==> src/rtl/load_store_sequencer.sv <==
// rtl/load_store_sequencer.sv - splits CPU load/store requests into legal memory controller beats
module load_store_sequencer #(
    parameter int DATA_WIDTH   = 32,
    parameter int READ_LATENCY = 1
) (
    input  logic                  clk,
    input  logic                  reset,
    input  logic                  reqValid,
    output logic                  reqReady,
    input  logic [DATA_WIDTH-1:0] reqAddress,
    input  logic [DATA_WIDTH-1:0] reqData,
    input  logic [1:0]            reqLength,
    input  logic                  reqStore,
    input  logic                  reqLoad,
    input  logic                  reqUnsigned,
    output logic                  respValid,
    output logic [DATA_WIDTH-1:0] respData,
    output logic                  respError,
    output logic [DATA_WIDTH-1:0] memAddress,
    output logic [DATA_WIDTH-1:0] memDataWrite,
    output logic [1:0]            memLength,
    output logic                  memStore,
    output logic                  memLoad,
    output logic                  memUnsigned,
    input  logic [DATA_WIDTH-1:0] memDataRead
);
    localparam int WW = (READ_LATENCY > 1) ? $clog2(READ_LATENCY) : 1;

    typedef enum logic [1:0] {IDLE, ISSUE, WAIT, DONE} state_t;

    state_t                state_q, state_d;
    logic [1:0]            beat_q, beat_d;
    logic [WW-1:0]         wait_q, wait_d;
    logic [DATA_WIDTH-1:0] addr_q, addr_d, data_q, data_d, rdata_q, rdata_d;
    logic [1:0]            len_q, len_d;
    logic                  store_q, store_d, uns_q, uns_d, mis_q, mis_d, err_q, err_d;

    logic                  req_ready_q, req_ready_d, resp_valid_q, resp_valid_d;
    logic                  resp_error_q, resp_error_d;
    logic [DATA_WIDTH-1:0] resp_data_q, resp_data_d;
    logic [DATA_WIDTH-1:0] mem_addr_q, mem_addr_d, mem_wdata_q, mem_wdata_d;
    logic [1:0]            mem_len_q, mem_len_d;
    logic                  mem_store_q, mem_store_d, mem_load_q, mem_load_d;
    logic                  mem_uns_q, mem_uns_d;

    logic                  last_beat;
    logic [4:0]            rd_sh, wr_sh;
    logic [DATA_WIDTH-1:0] merged;

    always_comb begin
        state_d = state_q;
        beat_d  = beat_q;
        wait_d  = wait_q;
        addr_d  = addr_q;
        data_d  = data_q;
        rdata_d = rdata_q;
        len_d   = len_q;
        store_d = store_q;
        uns_d   = uns_q;
        mis_d   = mis_q;
        err_d   = err_q;

        last_beat = !mis_q || (beat_q == ((len_q == 2'd3) ? 2'd3 : 2'd1));
        rd_sh     = {beat_q, 3'b000};
        merged    = rdata_q;
        merged[rd_sh +: 8] = memDataRead[7:0];

        case (state_q)
            IDLE: begin
                if (reqValid && req_ready_q) begin
                    addr_d  = reqAddress;
                    data_d  = reqData;
                    len_d   = reqLength;
                    store_d = reqStore;
                    uns_d   = reqUnsigned;
                    mis_d   = (reqLength == 2'd1 && reqAddress[0]) ||
                              (reqLength == 2'd3 && reqAddress[1:0] != 2'b00);
                    err_d   = (reqLength == 2'd2) || (reqLoad == reqStore);
                    beat_d  = 2'd0;
                    wait_d  = '0;
                    rdata_d = '0;
                    state_d = err_d ? DONE : ISSUE;
                end
            end
            ISSUE: begin
                if (!store_q) begin
                    state_d = WAIT;
                    wait_d  = '0;
                end else if (last_beat) begin
                    state_d = DONE;
                end else begin
                    beat_d = beat_q + 2'd1;
                end
            end
            WAIT: begin
                if (wait_q == WW'(READ_LATENCY - 1)) begin
                    wait_d = '0;
                    // A misaligned half is finished here: extend from byte 1.
                    if (!mis_q)
                        rdata_d = memDataRead;
                    else if (last_beat && len_q == 2'd1)
                        rdata_d = {{16{merged[15] & ~uns_q}}, merged[15:0]};
                    else
                        rdata_d = merged;
                    if (last_beat) begin
                        state_d = DONE;
                    end else begin
                        beat_d  = beat_q + 2'd1;
                        state_d = ISSUE;
                    end
                end else begin
                    wait_d = wait_q + WW'(1);
                end
            end
            default: state_d = IDLE;
        endcase

        // Outputs are registered, so they are decoded from the next state.
        req_ready_d  = (state_d == IDLE);
        resp_valid_d = (state_d == DONE);
        resp_error_d = (state_d == DONE) && err_d;
        resp_data_d  = (state_d == DONE) ? rdata_d : '0;
        wr_sh        = {beat_d, 3'b000};
        mem_store_d  = 1'b0;
        mem_load_d   = 1'b0;
        mem_addr_d   = '0;
        mem_wdata_d  = '0;
        mem_len_d    = 2'd0;
        mem_uns_d    = 1'b0;
        if (state_d == ISSUE) begin
            mem_store_d = store_d;
            mem_load_d  = !store_d;
            mem_addr_d  = addr_d + DATA_WIDTH'(beat_d);
            mem_len_d   = mis_d ? 2'd0 : len_d;
            mem_uns_d   = mis_d ? 1'b1 : uns_d;
            mem_wdata_d = mis_d ? DATA_WIDTH'(data_d[wr_sh +: 8]) : data_d;
        end
    end

    always_ff @(posedge clk) begin
        if (!reset) begin
            state_q      <= IDLE;
            beat_q       <= 2'd0;
            wait_q       <= '0;
            addr_q       <= '0;
            data_q       <= '0;
            rdata_q      <= '0;
            len_q        <= 2'd0;
            store_q      <= 1'b0;
            uns_q        <= 1'b0;
            mis_q        <= 1'b0;
            err_q        <= 1'b0;
            req_ready_q  <= 1'b0;
            resp_valid_q <= 1'b0;
            resp_error_q <= 1'b0;
            resp_data_q  <= '0;
            mem_addr_q   <= '0;
            mem_wdata_q  <= '0;
            mem_len_q    <= 2'd0;
            mem_store_q  <= 1'b0;
            mem_load_q   <= 1'b0;
            mem_uns_q    <= 1'b0;
        end else begin
            state_q      <= state_d;
            beat_q       <= beat_d;
            wait_q       <= wait_d;
            addr_q       <= addr_d;
            data_q       <= data_d;
            rdata_q      <= rdata_d;
            len_q        <= len_d;
            store_q      <= store_d;
            uns_q        <= uns_d;
            mis_q        <= mis_d;
            err_q        <= err_d;
            req_ready_q  <= req_ready_d;
            resp_valid_q <= resp_valid_d;
            resp_error_q <= resp_error_d;
            resp_data_q  <= resp_data_d;
            mem_addr_q   <= mem_addr_d;
            mem_wdata_q  <= mem_wdata_d;
            mem_len_q    <= mem_len_d;
            mem_store_q  <= mem_store_d;
            mem_load_q   <= mem_load_d;
            mem_uns_q    <= mem_uns_d;
        end
    end

    assign reqReady     = req_ready_q;
    assign respValid    = resp_valid_q;
    assign respData     = resp_data_q;
    assign respError    = resp_error_q;
    assign memAddress   = mem_addr_q;
    assign memDataWrite = mem_wdata_q;
    assign memLength    = mem_len_q;
    assign memStore     = mem_store_q;
    assign memLoad      = mem_load_q;
    assign memUnsigned  = mem_uns_q;
endmodule
==> config.mk <==
export PLATFORM = sky130hd
export DESIGN_NAME = load_store_sequencer
export DESIGN_NICKNAME = d
export VERILOG_FILES = /design/src/rtl/load_store_sequencer.sv
export SDC_FILE = /design/constraint.sdc
export NUM_CORES = 1
export LEC_CHECK = 0
export ABC_AREA = 0
export ABC_CLOCK_PERIOD_IN_PS = 6100
export BUFFER_PORTS_ARGS = -buffer_cell sky130_fd_sc_hd__buf_2
export CAP_MARGIN = 20
export CORE_ASPECT_RATIO = 1.25
export CORE_MARGIN = 1.5
export CORE_UTILIZATION = 50
export CTS_CLUSTER_DIAMETER = 80
export DETAILED_ROUTE_END_ITERATION = 8
export GPL_TIMING_DRIVEN = 0
export PLACE_DENSITY_LB_ADDON = 0.15
export RECOVER_POWER = 50
export SYNTH_ARGS = -nofsm -noshare
export SYNTH_HDL_FRONTEND = slang
export SYNTH_SLANG_ARGS = --single-unit
export TNS_END_PERCENT = 100
==> constraint.sdc <==
create_clock -name clk -period 6.1 [get_ports clk]
set_input_delay 0.305 -clock clk [delete_from_list [all_inputs] [get_ports clk]]
set_output_delay 0.305 -clock clk [all_outputs]
set_load 0.02 [all_outputs]
== Yosys cells after proc, flatten, opt, wreduce, memory -nomap -nowiden ==
Cells that the tools add are included.

* Bits in registers: 211
* Output and inout port bits: 104
* Logic and storage cells: 103
* Bits of input ports: 104

* Mux-type cells: 39
* Reductions and logical operators: 18
* Equal/unequal tests: 13
* Bitwise operators: 4
* Shift-type cells: 3
* Add/subtract/negate cells: 4

{| class="wikitable"
|+ Operator list
! cell !! count
|-
| two-way mux 32 bit || 8
|-
| case mux 32 bit (2 select lines) || 1
|-
| adder 32 x 2 -> 32 bit || 1
|-
| bitwise mux 32 bit || 1
|-
| variable shift 8 x 7 -> 32 bit, first input constant || 1
|-
| variable part select 32 x 6 -> 8 bit || 1
|-
| variable part select 8 x 7 -> 32 bit || 1
|-
| two-way mux 2 bit || 13
|-
| two-way mux 1 bit || 12
|-
| case mux 2 bit (3 select lines) || 2
|-
| == test 2 bit, second input constant || 5
|-
| == test 2 x 1 -> 1 bit, second input constant || 4
|-
| two-way mux 8 bit || 1
|-
| negation 5 -> 7 bit || 1
|-
| logical AND 1 bit || 5
|-
| logical NOT 2 bit || 2
|-
| != test 2 bit, second input constant || 2
|-
| AND reduction 2 bit || 2
|-
| logical OR 1 bit || 3
|-
| NOT 1 bit || 3
|-
| case mux 1 bit (3 select lines) || 1
|-
| AND reduction 3 bit || 1
|-
| nonzero test 3 bit || 1
|-
| OR reduction 3 bit || 1
|-
| 7 further kinds || 8
|}

== Longest topological paths before layout ==
* Word-level depth: 10
* Gate-level depth with buffers: 15
* Gate-level depth less buffers: 10

== Worst setup path before layout ==
Ideal clock, no wire load.

* Kind: reg-to-reg
* Start point: register req_ready_q, in the netlist reqReady
* End point: register mem_addr_q[18], in the netlist memAddress[18]
* Path slack: 2897 ps
* Required time: 5972 ps
* Buffers on the path: 6
* Stages on the path, launching flop included: 16
* Period minus slack after synthesis: 3203 ps
* Arrival: 3075 ps
* Cell sequence: dfxtp_1 -> and4bb_4 -> buf_6 -> buf_6 -> buf_4 -> buf_2 -> buf_2 -> nand2_1 -> nand2_1 -> ha_1 -> fa_1 -> nand2_1 -> clkbuf_1 -> nor4_1 -> xor2_1 -> nor2_1

* Elaborated cells between the ends (all ways): 10
* Those cells by class: add/sub: 1; eq/ne: 1; mux: 6; reduce/logical: 2

{| class="wikitable"
|+ RTL lines
! item !! RTL line !! RTL
|-
| start, declared || 38 || <nowiki>logic req_ready_q, req_ready_d, resp_valid_q, resp_valid_d;</nowiki>
|-
| start signal, assigned || 175 || <nowiki>req_ready_q <= req_ready_d;</nowiki>
|-
| logical AND 1 bit || 70 || <nowiki>if (reqValid && req_ready_q) begin</nowiki>
|-
| two-way mux 32 bit || 70 ||
|-
| two-way mux 32 bit || 68 || <nowiki>case (state_q)</nowiki>
|-
| via addr_d[0] || 34 || <nowiki>logic [DATA_WIDTH-1:0] addr_q, addr_d, data_q, data_d, rdata_q, rdata_d;</nowiki>
|-
| adder 32 x 2 -> 32 bit || 133 || <nowiki>mem_addr_d = addr_d + DATA_WIDTH'(beat_d);</nowiki>
|-
| end signal, assigned || 179 || <nowiki>mem_addr_q <= mem_addr_d;</nowiki>
|-
| end, declared || 41 || <nowiki>logic [DATA_WIDTH-1:0] mem_addr_q, mem_addr_d, mem_wdata_q, mem_wdata_d;</nowiki>
|}

The timed path passes the listed nets, and every way through them passes these cells.
A chain may end at the register's enable or synchronous reset.

== Worst setup path after layout ==
Ends and elaborated chain as after synthesis.

==> results.txt <==
* Growth of design area from synthesis to finish: 22.9%
* # rows: 52
- In the final timing run, aggregate negative setup slack is 0 ns.
- In this run the horizontal extent of the chip is 119 µm.
- TritonCTS clock tree: built
- Number of antenna violations at the first check in global routing: 2
* Total count of hold-check failures in the final report: 0
- The worst register-to-register path begins at reqReady$_SDFF_PN0_.
- Final slew viol count: 0
- STA classifies the critical path endpoint as a register.
- Largest cells by area after synthesis: sky130_fd_sc_hd__dfxtp_1, sky130_fd_sc_hd__mux2i_1, sky130_fd_sc_hd__nor2_1
- Startpoint of the tightest hold check path: memDataRead[24]
- After clock tree synthesis, the repair step resized 0 gates.
- Detailed Routing Iterations Pass 1: 7
* Most common cell after layout, fill and taps aside: sky130_fd_sc_hd__dfxtp_1
* Run status: completed
- Layout cells sized above 1: 0.141
- Summing all non-filler instances in the final layout gives an area of 10300 µm².
- For this design the ratio of total power to cell area is 387 nW/µm².
- Clock Path Buffers: 3
- Dividing the detail-routed wire length by the instance count gives 16.8 µm.
- Number of buffers created by CTS: 21
* Quantity of hold-fixing buffers added after cts: 0
- Clock skew on the completed layout was measured at 0.0101 ns.
* Buffers inserted by post-CTS timing repair: 0
- Total Nets Final: 1242
- Category of the most critical setup path: reg2reg
- Number of non-filler instances in the completed layout: 1362
* Startpoint types: register
- For this configuration, the core starts out at a cell density of 0.514.
* Largest fanout on the critical path: 10
- Vertical die dimension: 148 µm
- Setup violations remaining at the end of the flow were counted as 0.
* Post-synth EDFFs: 0
- Core Region: 16300 µm²
* Global-route total usage across every layer: 0.254
- Tracing the worst setup path back leads to its startpoint at reqReady$_SDFF_PN0_.
* Clock Pin Slew Worst Setup and Hold Paths: 0.06 ns
- VDD sags by at most 0.000211 V.
- The number of nets in the synthesized netlist is 1012.
- Of the available clock period, the critical path in the final layout requires 0.786.
- The synthesized netlist contains 65 unique library cells.
* Biggest area consumer among synthesized cells: sky130_fd_sc_hd__dfxtp_1
- The via count of the first global-routing pass was 7292.
* Commonest cells after routing, fill and taps aside: sky130_fd_sc_hd__dfxtp_1, sky130_fd_sc_hd__nor2_1, sky130_fd_sc_hd__clkbuf_1
* Required @ worst endpoint: 6.47 ns
* Clock latency on the worst-skew pair: 0.50 ns
- Worst hold path class: in2reg
* Maximum capacitance violations: 0
- For this design the top-level I/O count stands at 208.
- Via/cell ratio: 5.46
* Global-route wire length before repair: 35.8 mm
- Total grt overflow: 0
- At the end of routability-driven placement, the weighted congestion stood at 0.885.
- The setup check on the worst reg-to-reg path leaves a slack of 1.30 ns.
* Instance area at placement: 9670 µm²
- Fmax achieved: 209 MHz
* Sequential area share after synthesis: 0.503
- Maximum number of pins on one net before global-route repair: 16
- Syn Inst Count: 900
- In this run the clock root is driven by a sky130_fd_sc_hd__clkbuf_16.
- Total of flip-flops plus latches after synthesis: 210
* Final Critical Period: 4.80 ns
- The detailed router finished its first iteration with 513 violations.
* Clock tree sinks: 210
* Relative max-transition margin: 0.412
* Tightest hold margin: 0.0331 ns
- The analysis attributes to cell leakage a power of 0.00406 µW.
- Summing every instance area after synthesis gives 8360 µm².
- R2R cell count: 15
* Count of antenna-violating nets left after detailed routing: 0
* Maximum level of the CTS H-tree: 1
- Capture instance of the worst register-to-register path: memAddress[18]$_SDFF_PN0_
- Top FF cell, synth: sky130_fd_sc_hd__dfxtp_1
- Including well taps, the total number of placed cells is 1323.
* Avg Synthesized Cell Area: 9.29 µm²
- After detailed routing, the number of remaining DRC violations is 0.
* Synthesis warning total: 0
- WHS Path Cells: 3
- Endpoint, Worst Hold: rdata_q[24]$_SDFF_PN0_
- Async S/R FF share, synth: 0
* Count of buffers from port buffering: 207
- Pin slew with the least headroom to its limit: 0.882 ns
- Portion of synthesized cell area occupied by the leading cell type: 0.503
- Setup repair after global routing missed its margin: false
- The final layout contains routed wiring with a total length of 22.9 mm.
* Placed wire-length estimate: 16.8 mm
- The die covers 17500 µm².
* Arrival time at the worst endpoint: 5.17 ns
- The routed layout has 7430 vias.
cell families after synthesis:
| logic type | count (synthesis) | share of synthesized area |
|---|---|---|
| buffers and inverters | 71 | 0.0362 |
| xor gates and xnor gates | 25 | 0.0262 |
| muxes | 74 | 0.0889 |
| DFF | 210 | 0.503 |
| AOI/OAI and AO/OA | 143 | 0.123 |
| adders and majority gates | 8 | 0.0129 |
| and+or+nand+nor | 369 | 0.209 |
critical path, stage by stage, from the launching register on:
cell and delay [ns]:
sky130_fd_sc_hd__dfxtp_1 0.43, sky130_fd_sc_hd__and4bb_1 0.34, sky130_fd_sc_hd__clkbuf_1 0.55, sky130_fd_sc_hd__buf_6 0.26, sky130_fd_sc_hd__clkbuf_1 0.46, sky130_fd_sc_hd__buf_2 0.37
sky130_fd_sc_hd__buf_2 0.34, sky130_fd_sc_hd__nand2_1 0.12, sky130_fd_sc_hd__nand2_1 0.08, sky130_fd_sc_hd__ha_1 0.18, sky130_fd_sc_hd__fa_1 0.39, sky130_fd_sc_hd__nand2_1 0.17
sky130_fd_sc_hd__clkbuf_1 0.30, sky130_fd_sc_hd__nor4_1 0.41, sky130_fd_sc_hd__xor2_1 0.18, sky130_fd_sc_hd__nor2_1 0.05
cells in the mapped netlist (all sizes together) (2+ instances only):
master,instances
mux2,2
and3b,2
mux2i,72
a222oi,16
nand2,54
a2111oi,3
a211o,3
dfxtp,210
nand2b,5
a22o,7
clkinv,2
xor2,20
nand4,10
a221o,7
a22oi,17
nor3,23
nor4,6
o211ai,11
o221ai,3
buf,17
and3,12
clkbuf,32
nor2,168
o21ai,11
a21oi,45
nor2b,29
a211oi,5
inv,20
nor4bb,2
nor3b,3
nand3,40
a31oi,4
xnor2,5
o22ai,2
and2,6
ha,7
worst max-delay path by stage:
stage	end	slack, ns
2_1_floorplan	memAddress[18]$_SDFF_PN0_	2.90
3_3_place_gp	memAddress[20]$_SDFF_PN0_	2.15
3_5_place_dp	memAddress[18]$_SDFF_PN0_	2.13
4_1_cts	memAddress[18]$_SDFF_PN0_	2.11
5_1_grt	memAddress[18]$_SDFF_PN0_	0.97
6_report	memAddress[18]$_SDFF_PN0_	1.30
routing by layer:
layer | global-route usage | share of wire | wire length, µm
met2 | 0.453 | 0.49 | 11300
met1 | 0.306 | 0.41 | 9450
met4 | 0.100 | 0.029 | 666
met3 | 0.0405 | 0.064 | 1460
met5 | 0 | 0.00052 | 12
state kept, by name, summed over array words and instances, names as in the netlist:
signal        flops
memDataWrite     32
respError         1
len_q             2
memStore          1
memAddress       32
memUnsigned       1
addr_q           32
uns_q             1
err_q             1
data_q           32
respValid         1
state_q           2
memLoad           1
rdata_q          32
mis_q             1
memLength         2
reqReady          1
store_q           1
beat_q            2
respData         32
through the flow:
stage	setup WS, ns	power (µW)	utilization
after floorplan	2.90	2330	-
after global placement	2.15	2610	0.594
after detailed placement	2.13	2620	0.594
after CTS	2.11	4010	0.640
after global routing	0.967	4160	0.631
final	1.30	3980	0.631
cell type report:
cell class                      count  area [µm²]
Sequential cell                   210        4200
Inverter                           22        82.6
Clock inverter                     14         185
Timing Repair Buffer              207         906
Fill cell                        1544        6000
Buffer                             49         204
Antenna cell                        1        2.50
Clock buffer                       24         567
Tap cell                          216         270
Multi-Input combinational cell    619        3850
power breakdown:
group / total, µW / internal (µW) / switching, µW
Sequential: 1600 / 1520 / 81.0
Combinational: 984 / 346 / 639
Clock: 1390 / 842 / 552
Note: power is estimated with default switching activity, not from simulation.
